===== config.mk =====
export PLATFORM = sky130hd
export DESIGN_NAME = i2s_tx16
export DESIGN_NICKNAME = d
export VERILOG_FILES = /design/src/rtl/i2s_tx16_pkg.sv /design/src/rtl/i2s_tx16_sfifo32.sv /design/src/rtl/i2s_tx16.sv
export SDC_FILE = /design/constraint.sdc
export NUM_CORES = 1
export LEC_CHECK = 0
export CORE_UTILIZATION = 25
export DETAILED_ROUTE_END_ITERATION = 6
export PLACE_DENSITY = 0.49
export SYNTH_ARGS = -nofsm -noshare
export SYNTH_HDL_FRONTEND = slang
export SYNTH_HIERARCHICAL = 1
export SYNTH_SLANG_ARGS = --single-unit
export TNS_END_PERCENT = 50

===== constraint.sdc =====
create_clock -name clk -period 15.87 [get_ports clk]
set_input_delay 3.174 -clock clk [delete_from_list [all_inputs] [get_ports clk]]
set_output_delay 3.174 -clock clk [all_outputs]
set_load 0.01 [all_outputs]

===== src/rtl/i2s_tx16_pkg.sv =====
// Shared constants and slot decoding for the i2s_tx16 serial output stage.
package i2s_tx16_pkg;

   localparam int OVF_BIT = 15;
   localparam int UNF_BIT = 14;
   localparam int SLOTS   = 32;
   localparam int WBITS   = 16;
   localparam int SW      = $clog2(SLOTS);

   // Slot 0 is the one-bit I2S delay, slots 1..16 carry the word MSB first, the rest pad with zero.
   function automatic logic slot_bit(input logic [WBITS-1:0] word, input logic [SW-1:0] s);
      logic [3:0] idx;
      logic       b;
      idx = 4'(5'd16 - s);
      if ((s >= 5'd1) && (s <= 5'd16)) begin
         b = word[idx];
      end else begin
         b = 1'b0;
      end
      return b;
   endfunction

endpackage


===== src/rtl/i2s_tx16_sfifo32.sv =====
// Synchronous FIFO of {I,Q} words with occupancy count and drop/underflow events.
module sfifo32
   import i2s_tx16_pkg::*;
#(
   parameter int AW = 3
) (
   input  logic                 clk,
   input  logic                 rst,
   input  logic                 push,
   input  logic                 pop,
   input  logic [2*WBITS-1:0]   wdata,
   output logic [2*WBITS-1:0]   rdata,
   output logic [AW:0]          count,
   output logic                 drop,
   output logic                 under
);

   localparam int          DW    = 2 * WBITS;
   localparam logic [AW:0] DEPTH = (AW+1)'(2**AW);
   localparam logic [AW:0] CINC  = (AW+1)'(1);
   localparam logic [AW-1:0] PINC = AW'(1);

   logic [DW-1:0] mem_r [2**AW];
   logic [AW-1:0] wptr_r;
   logic [AW-1:0] rptr_r;
   logic [AW:0]   count_r;
   logic          full_s;
   logic          empty_s;
   logic          push_ok_s;
   logic          pop_ok_s;

   // A pop is resolved first, so a full FIFO can still accept a push in the same cycle.
   always_comb begin
      full_s    = (count_r == DEPTH);
      empty_s   = (count_r == {(AW+1){1'b0}});
      pop_ok_s  = pop & ~empty_s;
      push_ok_s = push & (~full_s | pop_ok_s);
      drop      = push & ~push_ok_s;
      under     = pop & empty_s;
      count     = count_r;
      rdata     = mem_r[rptr_r];
   end

   // Storage array write.
   always_ff @(posedge clk) begin
      if (push_ok_s) begin
         mem_r[wptr_r] <= wdata;
      end
   end

   // Pointer and occupancy update.
   always_ff @(posedge clk) begin
      if (rst) begin
         wptr_r  <= {AW{1'b0}};
         rptr_r  <= {AW{1'b0}};
         count_r <= {(AW+1){1'b0}};
      end else begin
         if (push_ok_s) begin
            wptr_r <= wptr_r + PINC;
         end
         if (pop_ok_s) begin
            rptr_r <= rptr_r + PINC;
         end
         case ({push_ok_s, pop_ok_s})
            2'b10:   count_r <= count_r + CINC;
            2'b01:   count_r <= count_r - CINC;
            default: count_r <= count_r;
         endcase
      end
   end

endmodule


===== src/rtl/i2s_tx16.sv =====
// I2S transmitter: buffers AGC I/Q samples and sends I on the left channel, Q on the right.
module i2s_tx16
   import i2s_tx16_pkg::*;
#(
   parameter int DIV = 4,
   parameter int AW  = 3
) (
   input  logic        clk,
   input  logic        rst,
   input  logic [15:0] dix,
   input  logic [15:0] diy,
   input  logic        iv,
   input  logic        clr,
   output logic        sclk,
   output logic        lrck,
   output logic        sdo,
   output logic [15:0] cout
);

   localparam logic [7:0] DMAX = 8'(DIV - 1);

   logic [7:0]         dctr_r;
   logic               sclk_r;
   logic               tick_s;
   logic               fe_s;
   logic [5:0]         bctr_r;
   logic [5:0]         bnext_s;
   logic               lrck_r;
   logic               sdo_r;
   logic [WBITS-1:0]   i_r;
   logic [WBITS-1:0]   q_r;
   logic               load_s;
   logic [2*WBITS-1:0] head_s;
   logic [AW:0]        count_s;
   logic               drop_s;
   logic               under_s;
   logic               ovf_r;
   logic               unf_r;
   logic [15:0]        cout_s;
   logic [15:0]        cout_r;

   sfifo32 #(
      .AW(AW)
   ) u_fifo (
      .clk   (clk),
      .rst   (rst),
      .push  (iv),
      .pop   (load_s),
      .wdata ({dix, diy}),
      .rdata (head_s),
      .count (count_s),
      .drop  (drop_s),
      .under (under_s)
   );

   // Timing events and the status word assembled from current state.
   always_comb begin
      tick_s          = (dctr_r == DMAX);
      fe_s            = tick_s & sclk_r;
      bnext_s         = bctr_r + 6'd1;
      load_s          = fe_s & (bctr_r == 6'd63);
      cout_s          = 16'h0000;
      cout_s[AW:0]    = count_s;
      cout_s[OVF_BIT] = ovf_r;
      cout_s[UNF_BIT] = unf_r;
   end

   // Bit clock divider: sclk toggles every DIV master clocks.
   always_ff @(posedge clk) begin
      if (rst) begin
         dctr_r <= 8'd0;
         sclk_r <= 1'b0;
      end else if (tick_s) begin
         dctr_r <= 8'd0;
         sclk_r <= ~sclk_r;
      end else begin
         dctr_r <= dctr_r + 8'd1;
      end
   end

   // Serializer: all serial outputs move on sclk falling edges; a new frame is latched at the wrap.
   always_ff @(posedge clk) begin
      if (rst) begin
         bctr_r <= 6'd0;
         lrck_r <= 1'b0;
         sdo_r  <= 1'b0;
         i_r    <= 16'h0000;
         q_r    <= 16'h0000;
      end else if (fe_s) begin
         bctr_r <= bnext_s;
         lrck_r <= bnext_s[5];
         sdo_r  <= slot_bit(bnext_s[5] ? q_r : i_r, bnext_s[SW-1:0]);
         if (load_s) begin
            i_r <= under_s ? 16'h0000 : head_s[2*WBITS-1:WBITS];
            q_r <= under_s ? 16'h0000 : head_s[WBITS-1:0];
         end
      end
   end

   // Sticky flags (a new event beats clr) and the registered status port.
   always_ff @(posedge clk) begin
      if (rst) begin
         ovf_r  <= 1'b0;
         unf_r  <= 1'b0;
         cout_r <= 16'h0000;
      end else begin
         if (drop_s) begin
            ovf_r <= 1'b1;
         end else if (clr) begin
            ovf_r <= 1'b0;
         end
         if (under_s) begin
            unf_r <= 1'b1;
         end else if (clr) begin
            unf_r <= 1'b0;
         end
         cout_r <= cout_s;
      end
   end

   assign sclk = sclk_r;
   assign lrck = lrck_r;
   assign sdo  = sdo_r;
   assign cout = cout_r;

endmodule


== Yosys cells after proc, flatten, opt, wreduce, memory -nomap -nowiden ==
Memories as Yosys holds them, arrays and structs flattened. A register that Yosys moved wholly into a read port is not among the register bits.
Cells that the tools add are included.
Storage, ports and cells
  register bits after elaboration: 77
  memory bits (writable): 256
  input bits: 36
  word-level logic and storage cells: 62
  memories kept: 1
Operators by class
  add/subtract/negate cells: 7
  magnitude comparators: 3
  eq/ne operators: 5
  multiplexer cells: 14
  bitwise gates (word level): 11
  reduce and logical (&&, ||, !) cells: 7
Memories
  u_fifo.mem_r: depth 8, width 32, read ports 1, clocked after memory_dff 1, write ports 1, RTL line i2s_tx16_sfifo32.sv:23  | logic [DW-1:0] mem_r [2**AW];
Operators by type and width (count)
  16-bit 2-to-1 mux: 3
  8-bit by 1-bit adder with 8-bit output (second input constant): 1
  8-bit by 2-bit equality test with 1-bit output (second input constant): 1
  4-bit one-hot mux with 2 select lines: 1
  1-bit 2-to-1 mux: 7
  3-bit by 1-bit adder with 3-bit output (second input constant): 2
  6-bit by 1-bit adder with 6-bit output (second input constant): 1
  1-bit AND: 6
  6-bit equality test (second input constant): 1
  3-bit 2-to-1 mux: 2
  2-bit nonzero test: 3
  5-bit by 1-bit greater-or-equal comparator with 1-bit output (second input constant): 1
  5-bit <= comparator (second input constant): 1
  4-bit by 5-bit < comparator with 1-bit output (second input constant): 1
  4-bit by 1-bit adder with 4-bit output (second input constant): 1
  1-bit binary-select mux with 4-bit select: 1
  4-bit equality test (second input constant): 1
  4-bit zero test: 1
  1-bit inverter: 4
  1-bit by 4-bit subtractor with 4-bit output (first input constant): 1
  4-bit by 1-bit subtractor with 4-bit output (second input constant): 1
  2-bit by 1-bit equality test with 1-bit output (second input constant): 1
  2-bit equality test (second input constant): 1
  2-bit AND reduction: 1
  other kinds (3): 3

== Longest topological paths before layout ==
Gate-level depths: netlist of the first run.
  depth after elaboration: 9
  depth in mapped cells: 14
  depth with buffers taken out: 12

== By module ==
The synthesis of the first run kept the hierarchy.
Modules (own cells, without submodules)
  sfifo32: instances 1, cells each 454, area each 10505.1 µm²
  i2s_tx16: instances 1, cells each 368, area each 3040.4 µm²

== Worst setup path before layout of the first run ==
OpenSTA, ideal clock, no wires.
  path kind: input port to flip-flop
  start point: input port iv
  end point: memory u_fifo/mem_r[0][0] in the netlist's numbering (enable)
  setup time: 502 ps
  arrival: 6514 ps
  data required time: 15368 ps
  path slack: 8854 ps
  stages: 3
  path buffers: 1
  cells stage by stage: buf_2 o21ai_4 nor4_1
On the way
  word-level cells in the longest chain between the ends: 3
RTL lines
  from (decl): RTL line i2s_tx16.sv:12  | input logic iv,
  1-bit AND: RTL line i2s_tx16_sfifo32.sv:37  | push_ok_s = push & (~full_s | pop_ok_s);
  1-bit 2-to-1 mux: RTL line i2s_tx16_sfifo32.sv:46  | if (push_ok_s) begin
  1-bit 2-to-1 mux (not written as such): RTL line i2s_tx16_sfifo32.sv:47  | mem_r[wptr_r] <= wdata;
  to (decl): RTL line i2s_tx16_sfifo32.sv:23
Every way passes these cells.

== Worst setup path in the final report of the first run ==
  start point: input port iv
  end point: memory u_fifo/mem_r[4][6] in the netlist's numbering (enable)
Same word-level chain as after synthesis.

==> impl_metrics.json, run 1 <==
{
  "ys_types": 65,
  "drv_cap": 0,
  "drt.antenna.violating_nets": 0,
  "synth.area.top_cells": "edfxtp_1 (57%), dfxtp_1 (10%), mux4_1 (7.8%)",
  "grt_util_met2": 0.162,
  "via_per_inst": 4.42,
  "synth_seq_cells": 325,
  "r2r_setup_slack_ps": 12310,
  "first_global_vias": 7172,
  "row_count": 84,
  "met1_usage": 0.146,
  "synth.avg_cell_area_um2": 16.5,
  "timing.final.ws_setup_ps": 10950,
  "crit-reg2reg-launch": "bctr_r[0]$_SDFFE_PP0P_",
  "fmax_mhz": 203,
  "routedWlPerCell_um": 18.0,
  "grtUsageMet3": 0.0235,
  "ir_worst_vdd_uv": 58.2,
  "nFillCells": 5201,
  "synth-main-ff-cell": "edfxtp_1",
  "crit_path_start_kind": "primary input",
  "seq_power_share": 0.512,
  "hold_path_depth": 2,
  "rsz0062_at_grt": "no",
  "setup_viol": 0,
  "wirelength_um": 28500,
  "synth_top_area_cell": "edfxtp_1",
  "postPlaceCellArea_mm2": 0.0146,
  "fp.dieArea_mm2": 0.0551,
  "vias": 7001,
  "fin_area_mm2": 0.0158,
  "rr_endpoint": "u_fifo/mem_r[4][6]$_DFFE_PP_",
  "hold_end": "q_r[10]$_SDFFE_PP0P_",
  "cp.required_ps": 16030,
  "clk_path_buf_depth": 3,
  "fin_skew_ps": 17.7,
  "multi_input_area_mm2": 0.00412,
  "hpwl_um": 16100,
  "finalCriticalPeriod_ps": 4920,
  "switching_share": 0.209,
  "hold_class": "flip-flop to flip-flop",
  "drc": 0,
  "synth_cells": 822,
  "fin_crit_sh": 0.310,
  "die_y_um": 235,
  "start_util": 0.255,
  "place.gp.congestion": 0.761,
  "clk_latency_ps": 540,
  "grt_max_degree": 65,
  "final_common_cell": "edfxtp_1",
  "regArea_mm2": 0.00907,
  "ys_seq_area_frac": 0.669,
  "rr_worst_depth": 9,
  "slew_viol_final": 0,
  "path_class": "primary input to flip-flop",
  "layout-drive-gt1-share": 0.171,
  "track_usage": 0.105,
  "synth_edf_count": 256,
  "grt_overflow": 0,
  "hold_buffers": 0,
  "most-common-layout-cells": "edfxtp_1 (256), dfxtp_1 (66), nand2_1 (47)",
  "cp.arrival_ps": 5090,
  "clk_pin_slew_worst_paths_ps": 50,
  "grt_pass1_wl_um": 44300,
  "critPathMaxFanout": 32,
  "leakage_nw": 4.94,
  "ys_warn_count": 6,
  "async_flop_share": 0,
  "p_total_w": 0.00185,
  "p_int_w": 0.00146,
  "antenna_found_initial": 1,
  "combPwrFrac": 0.037,
  "gr-max-usage-layer": "met2",
  "setup_tns_ps": 0,
  "pwr-share-clk": 0.452,
  "die_w_um": 235,
  "dr.pass1.iters": 5,
  "syn_area_mm2": 0.0135,
  "cts_tree": "yes",
  "clock-sinks": 325,
  "core-area_mm2": 0.0531,
  "port_buffers": 44,
  "final_nets": 913,
  "post-route-util": 0.298,
  "drt_iter0_drc": 312,
  "syn_to_final_growth_pct": 16.9,
  "htreeDepth": 2,
  "cts_buffers": 36,
  "cts_root_buf": "clkbuf_16",
  "power.switching_w": 0.000386,
  "post_cts_buffers": 0,
  "endpoint_kind": "flip-flop",
  "hold_viol": 0,
  "worst_pin_slew_ps": 1060,
  "power_density_mw_per_mm2": 117,
  "max_slew_margin": 0.293,
  "place_worst_setup_slack_ps": 10390,
  "holdCritStartpoint": "q_r[10]$_SDFFE_PP0P_",
  "post_cts_resize_count": 0,
  "ios": 55,
  "status": "finished clean",
  "synth_top_area_share": 0.568
}
## cell usage after synthesis, drive strengths merged (4+ instances only)
library cell,count
a211oi,4
a21oi,39
and3,4
buf,40
clkbuf,20
dfxtp,69
edfxtp,256
ha,7
inv,11
mux2,32
mux2i,10
mux4,65
nand2,49
nand2b,8
nand3,16
nand3b,34
nand4,5
nor2,45
nor2b,15
nor3,15
o2111ai,4
o21ai,12
o221ai,4
xnor2,12
xor2,8
## layout make-up
cell class                      instances  share of cell area
Tap cell                              688              0.0544
Sequential cell                       325               0.573
Clock buffer                           46              0.0627
Multi-Input combinational cell        435               0.260
Inverter                               11             0.00261
Timing Repair Buffer                   60              0.0351
Antenna cell                            1            0.000158
Clock inverter                         19              0.0122
## critical path: stages
cell             delay, ps
clkdlybuf4s50_1        670
o21ai_4                170
or2_2                  400
nor3_2                 140
buf_4                  480
## how the worst max path moves through the flow
stage               slack, ps                            end              startpoint
global placement        10440  u_fifo/mem_r[4][14]$_DFFE_PP_                      iv
finish                  10950   u_fifo/mem_r[4][6]$_DFFE_PP_                      iv
floorplan                8850   u_fifo/mem_r[0][0]$_DFFE_PP_                      iv
CTS                     10910                           lrck  bctr_r[5]$_SDFFE_PP0P_
detailed placement      10390   u_fifo/mem_r[4][1]$_DFFE_PP_                      iv
global route            10840                           lrck  bctr_r[5]$_SDFFE_PP0P_
## metrics by stage
stage | hold slack, ps | instances
floorplan | 413 | 831
global placement | 425 | 1519
detailed placement | 446 | 1519
CTS | 454 | 1584
global route | 466 | 1584
finish | 452 | 1585
## state kept, by name, summed over array words and instances, names as in the netlist, named ones only
register       count
u_fifo/mem_r     256
i_r               16
q_r               16
dctr_r             8
bctr_r             6
cout               6
u_fifo/count       4
u_fifo/rptr_r      3
u_fifo/wptr_r      3
ovf_r              1
sclk               1
sdo                1
unf_r              1
## per-layer routing
layer  part of all wire  up-vias
li1                   -     3296
met1               0.47     3540
met4              0.018        0
met2               0.46      129
met3              0.055       36
met5                  0        -
## cell families (layout without fill, tap and decap cells)
kind of cell	after synthesis	count (layout)	synth area share
and+or+nand+nor	208	208	0.0824
DFF	325	325	0.669
xor gates and xnor gates	20	20	0.0129
buffers and inverters	71	136	0.0335
adders and majority gates	8	8	0.00794
other	1	11	0.000277
AOI/OAI and AO/OA	82	82	0.0403
muxes	107	107	0.153
## power by group through the flow
stage / clock, W / combinational, W / sequential, W
CTS: 0.000857 / 0.0000700 / 0.000945
detailed placement: 0 / 0.0000697 / 0.000963
global route: 0.000895 / 0.0000746 / 0.000946
finish: 0.000834 / 0.0000679 / 0.000945
global placement: 0 / 0.0000683 / 0.000963
floorplan: 0 / 0.0000361 / 0.000963
No activity file was read; power rests on OpenSTA's default activity.
==> inputs of run 2 (changes only) <==
==> constraint.sdc (replaced) <==
create_clock -name clk -period 4.7 [get_ports clk]
set_input_delay 0.94 -clock clk [delete_from_list [all_inputs] [get_ports clk]]
set_output_delay 0.94 -clock clk [all_outputs]
set_load 0.01 [all_outputs]
==> run 2 against run 1 <==
First-iteration DRC count rose by 38%; worst setup slack got worse by 9700 ps; hold slack got worse by 12 ps; core utilization rose by 0.32 points; critical path depth rose by 4; sequential share of layout area fell by 0.60 points; largest cell class unchanged; highest routed layer unchanged.
==> impl_metrics.json, run 2 (synthesis results as in run 1) <==
{
  "worst_pin_slew_ps": 1060,
  "die_w_um": 235,
  "endpoint_kind": "flip-flop",
  "most-common-layout-cells": "edfxtp_1 (256), dfxtp_1 (66), nand2_1 (47)",
  "hold_viol": 0,
  "hold_buffers": 0,
  "cp.arrival_ps": 3710,
  "worstPathCellList": "ha_1, nand4_1, nor3_1, buf_4, nand2b_1, o21ai_4, or2_2, nor2_4, buf_12",
  "antenna_found_initial": 0,
  "place.gp.congestion": 0.778,
  "leakage_nw": 5.03,
  "slew_viol_final": 0,
  "clock-sinks": 325,
  "nFillCells": 5202,
  "hpwl_um": 17500,
  "crit_slowest_cell": "dfxtp_1",
  "vias": 7033,
  "finalCriticalPeriod_ps": 3480,
  "fmax_mhz": 287,
  "ios": 55,
  "via_per_inst": 4.41,
  "post-route-util": 0.302,
  "largest_register_ffs": 256,
  "status": "finished clean",
  "first_global_vias": 7143,
  "routedWlPerCell_um": 18.1,
  "drv_cap": 0,
  "largest_register": "u_fifo/mem_r",
  "top_regs": "u_fifo/mem_r x256, i_r x16, q_r x16",
  "postPlaceCellArea_mm2": 0.0147,
  "clk_pin_slew_worst_paths_ps": 60,
  "cts_root_buf": "clkbuf_16",
  "clk_latency_ps": 540,
  "path_class": "flip-flop to flip-flop",
  "wirelength_um": 28800,
  "fin_skew_ps": 22.0,
  "cts_tree": "yes",
  "setup_viol": 0,
  "clk_path_buf_depth": 3,
  "track_usage": 0.106,
  "ir_worst_vdd_uv": 204,
  "dr.pass1.iters": 4,
  "port_buffers": 44,
  "start_util": 0.255,
  "grt_max_degree": 49,
  "fin_crit_sh": 0.740,
  "antennaDiodeCount": 0,
  "htreeDepth": 2,
  "die_y_um": 235,
  "grt_pass1_wl_um": 44700,
  "drt.antenna.violating_nets": 0,
  "core-area_mm2": 0.0531,
  "rsz0062_at_grt": "no",
  "critPathMaxFanout": 19,
  "fin_area_mm2": 0.0160,
  "drc": 0,
  "grt_overflow": 0,
  "cp.required_ps": 4940,
  "crit_path_start_kind": "flip-flop",
  "cts_buffers": 37,
  "final_common_cell": "edfxtp_1",
  "hold_class": "flip-flop to flip-flop",
  "setup_tns_ps": 0,
  "max_slew_margin": 0.292,
  "syn_to_final_growth_pct": 18.2,
  "slowest_delay_ps": 640,
  "placed_cells": 1525,
  "fp.dieArea_mm2": 0.0551,
  "critical_path_buf_inv_count": 2,
  "row_count": 84,
  "path_delay_family": "simple AND/OR/NAND/NOR gates",
  "fin_cells": 1593,
  "post_cts_resize_count": 0,
  "layout-drive-gt1-share": 0.187,
  "final_nets": 920,
  "drt_iter0_drc": 430,
  "post_cts_buffers": 0,
  "power_density_mw_per_mm2": 398
}
==> run 2: changes by cell type in the layout (fill, tap and decap cells not counted), sizes merged <==
cell | before | now
buf | 17 | 23
clkinv | 12 | 15
clkbuf | 46 | 44
bufinv | 3 | 4
clkinvlp | 2 | 3
diode | 1 | 0
==> run 2: power breakdown <==
group / switching (W) / internal [W]
registers: 0.0000233 / 0.00317
clock network: 0.00117 / 0.00178
logic: 0.000141 / 0.0000933
==> run 2: path summary, 6_finish.rpt <==
check | start | endpoint | slack [ps] | cells after the start
worst max register to register | bctr_r[0]$_SDFFE_PP0P_ | u_fifo/mem_r[7][11]$_DFFE_PP_ | 1220 | 9
worst min-delay path | dctr_r[0]$_SDFF_PP0_ | dctr_r[0]$_SDFF_PP0_ | 440 | 1
worst max-delay path | bctr_r[0]$_SDFFE_PP0P_ | u_fifo/mem_r[7][11]$_DFFE_PP_ | 1220 | 9
worst min register to register | dctr_r[0]$_SDFF_PP0_ | dctr_r[0]$_SDFF_PP0_ | 440 | 1
==> run 2: stage by stage <==
step           setup WS [ps]  power, W  hold slack (ps)
2_1_floorplan          -85.7   0.00337              413
3_3_place_gp            1190   0.00349              433
3_5_place_dp            1170   0.00349              432
4_1_cts                 1150   0.00647              440
5_1_grt                  924   0.00659              463
6_report                1220   0.00637              441
==> run 2: routing by layer <==
layer | GRT usage | routed length, µm | up-vias
li1 | - | - | 3305
met2 | 0.169 | 13500 | 128
met5 | 0 | 0 | -
met3 | 0.0201 | 1020 | 43
met1 | 0.147 | 13800 | 3557
met4 | 0.0289 | 527 | 0
==> run 2: area by class of cell <==
type | count | area, µm² | area share
clock buffer | 44 | 1010 | 0.0634
inverter | 11 | 41.3 | 0.00258
sequential | 325 | 9070 | 0.567
multi-input combinational | 435 | 4120 | 0.258
tap | 688 | 861 | 0.0538
clock inverter | 24 | 253 | 0.0158
timing repair buffer | 66 | 638 | 0.0399
==> run 2: worst reg2reg max path, delay by kind of cell (launching register included) <==
kind / cells / cell delay, ps
AO/OA/AOI/OAI: 1 / 130
buffers and inverters: 2 / 440
flip-flops: 1 / 640
AND/OR/NAND/NOR: 5 / 1610
adder cells (fa/ha/maj): 1 / 350
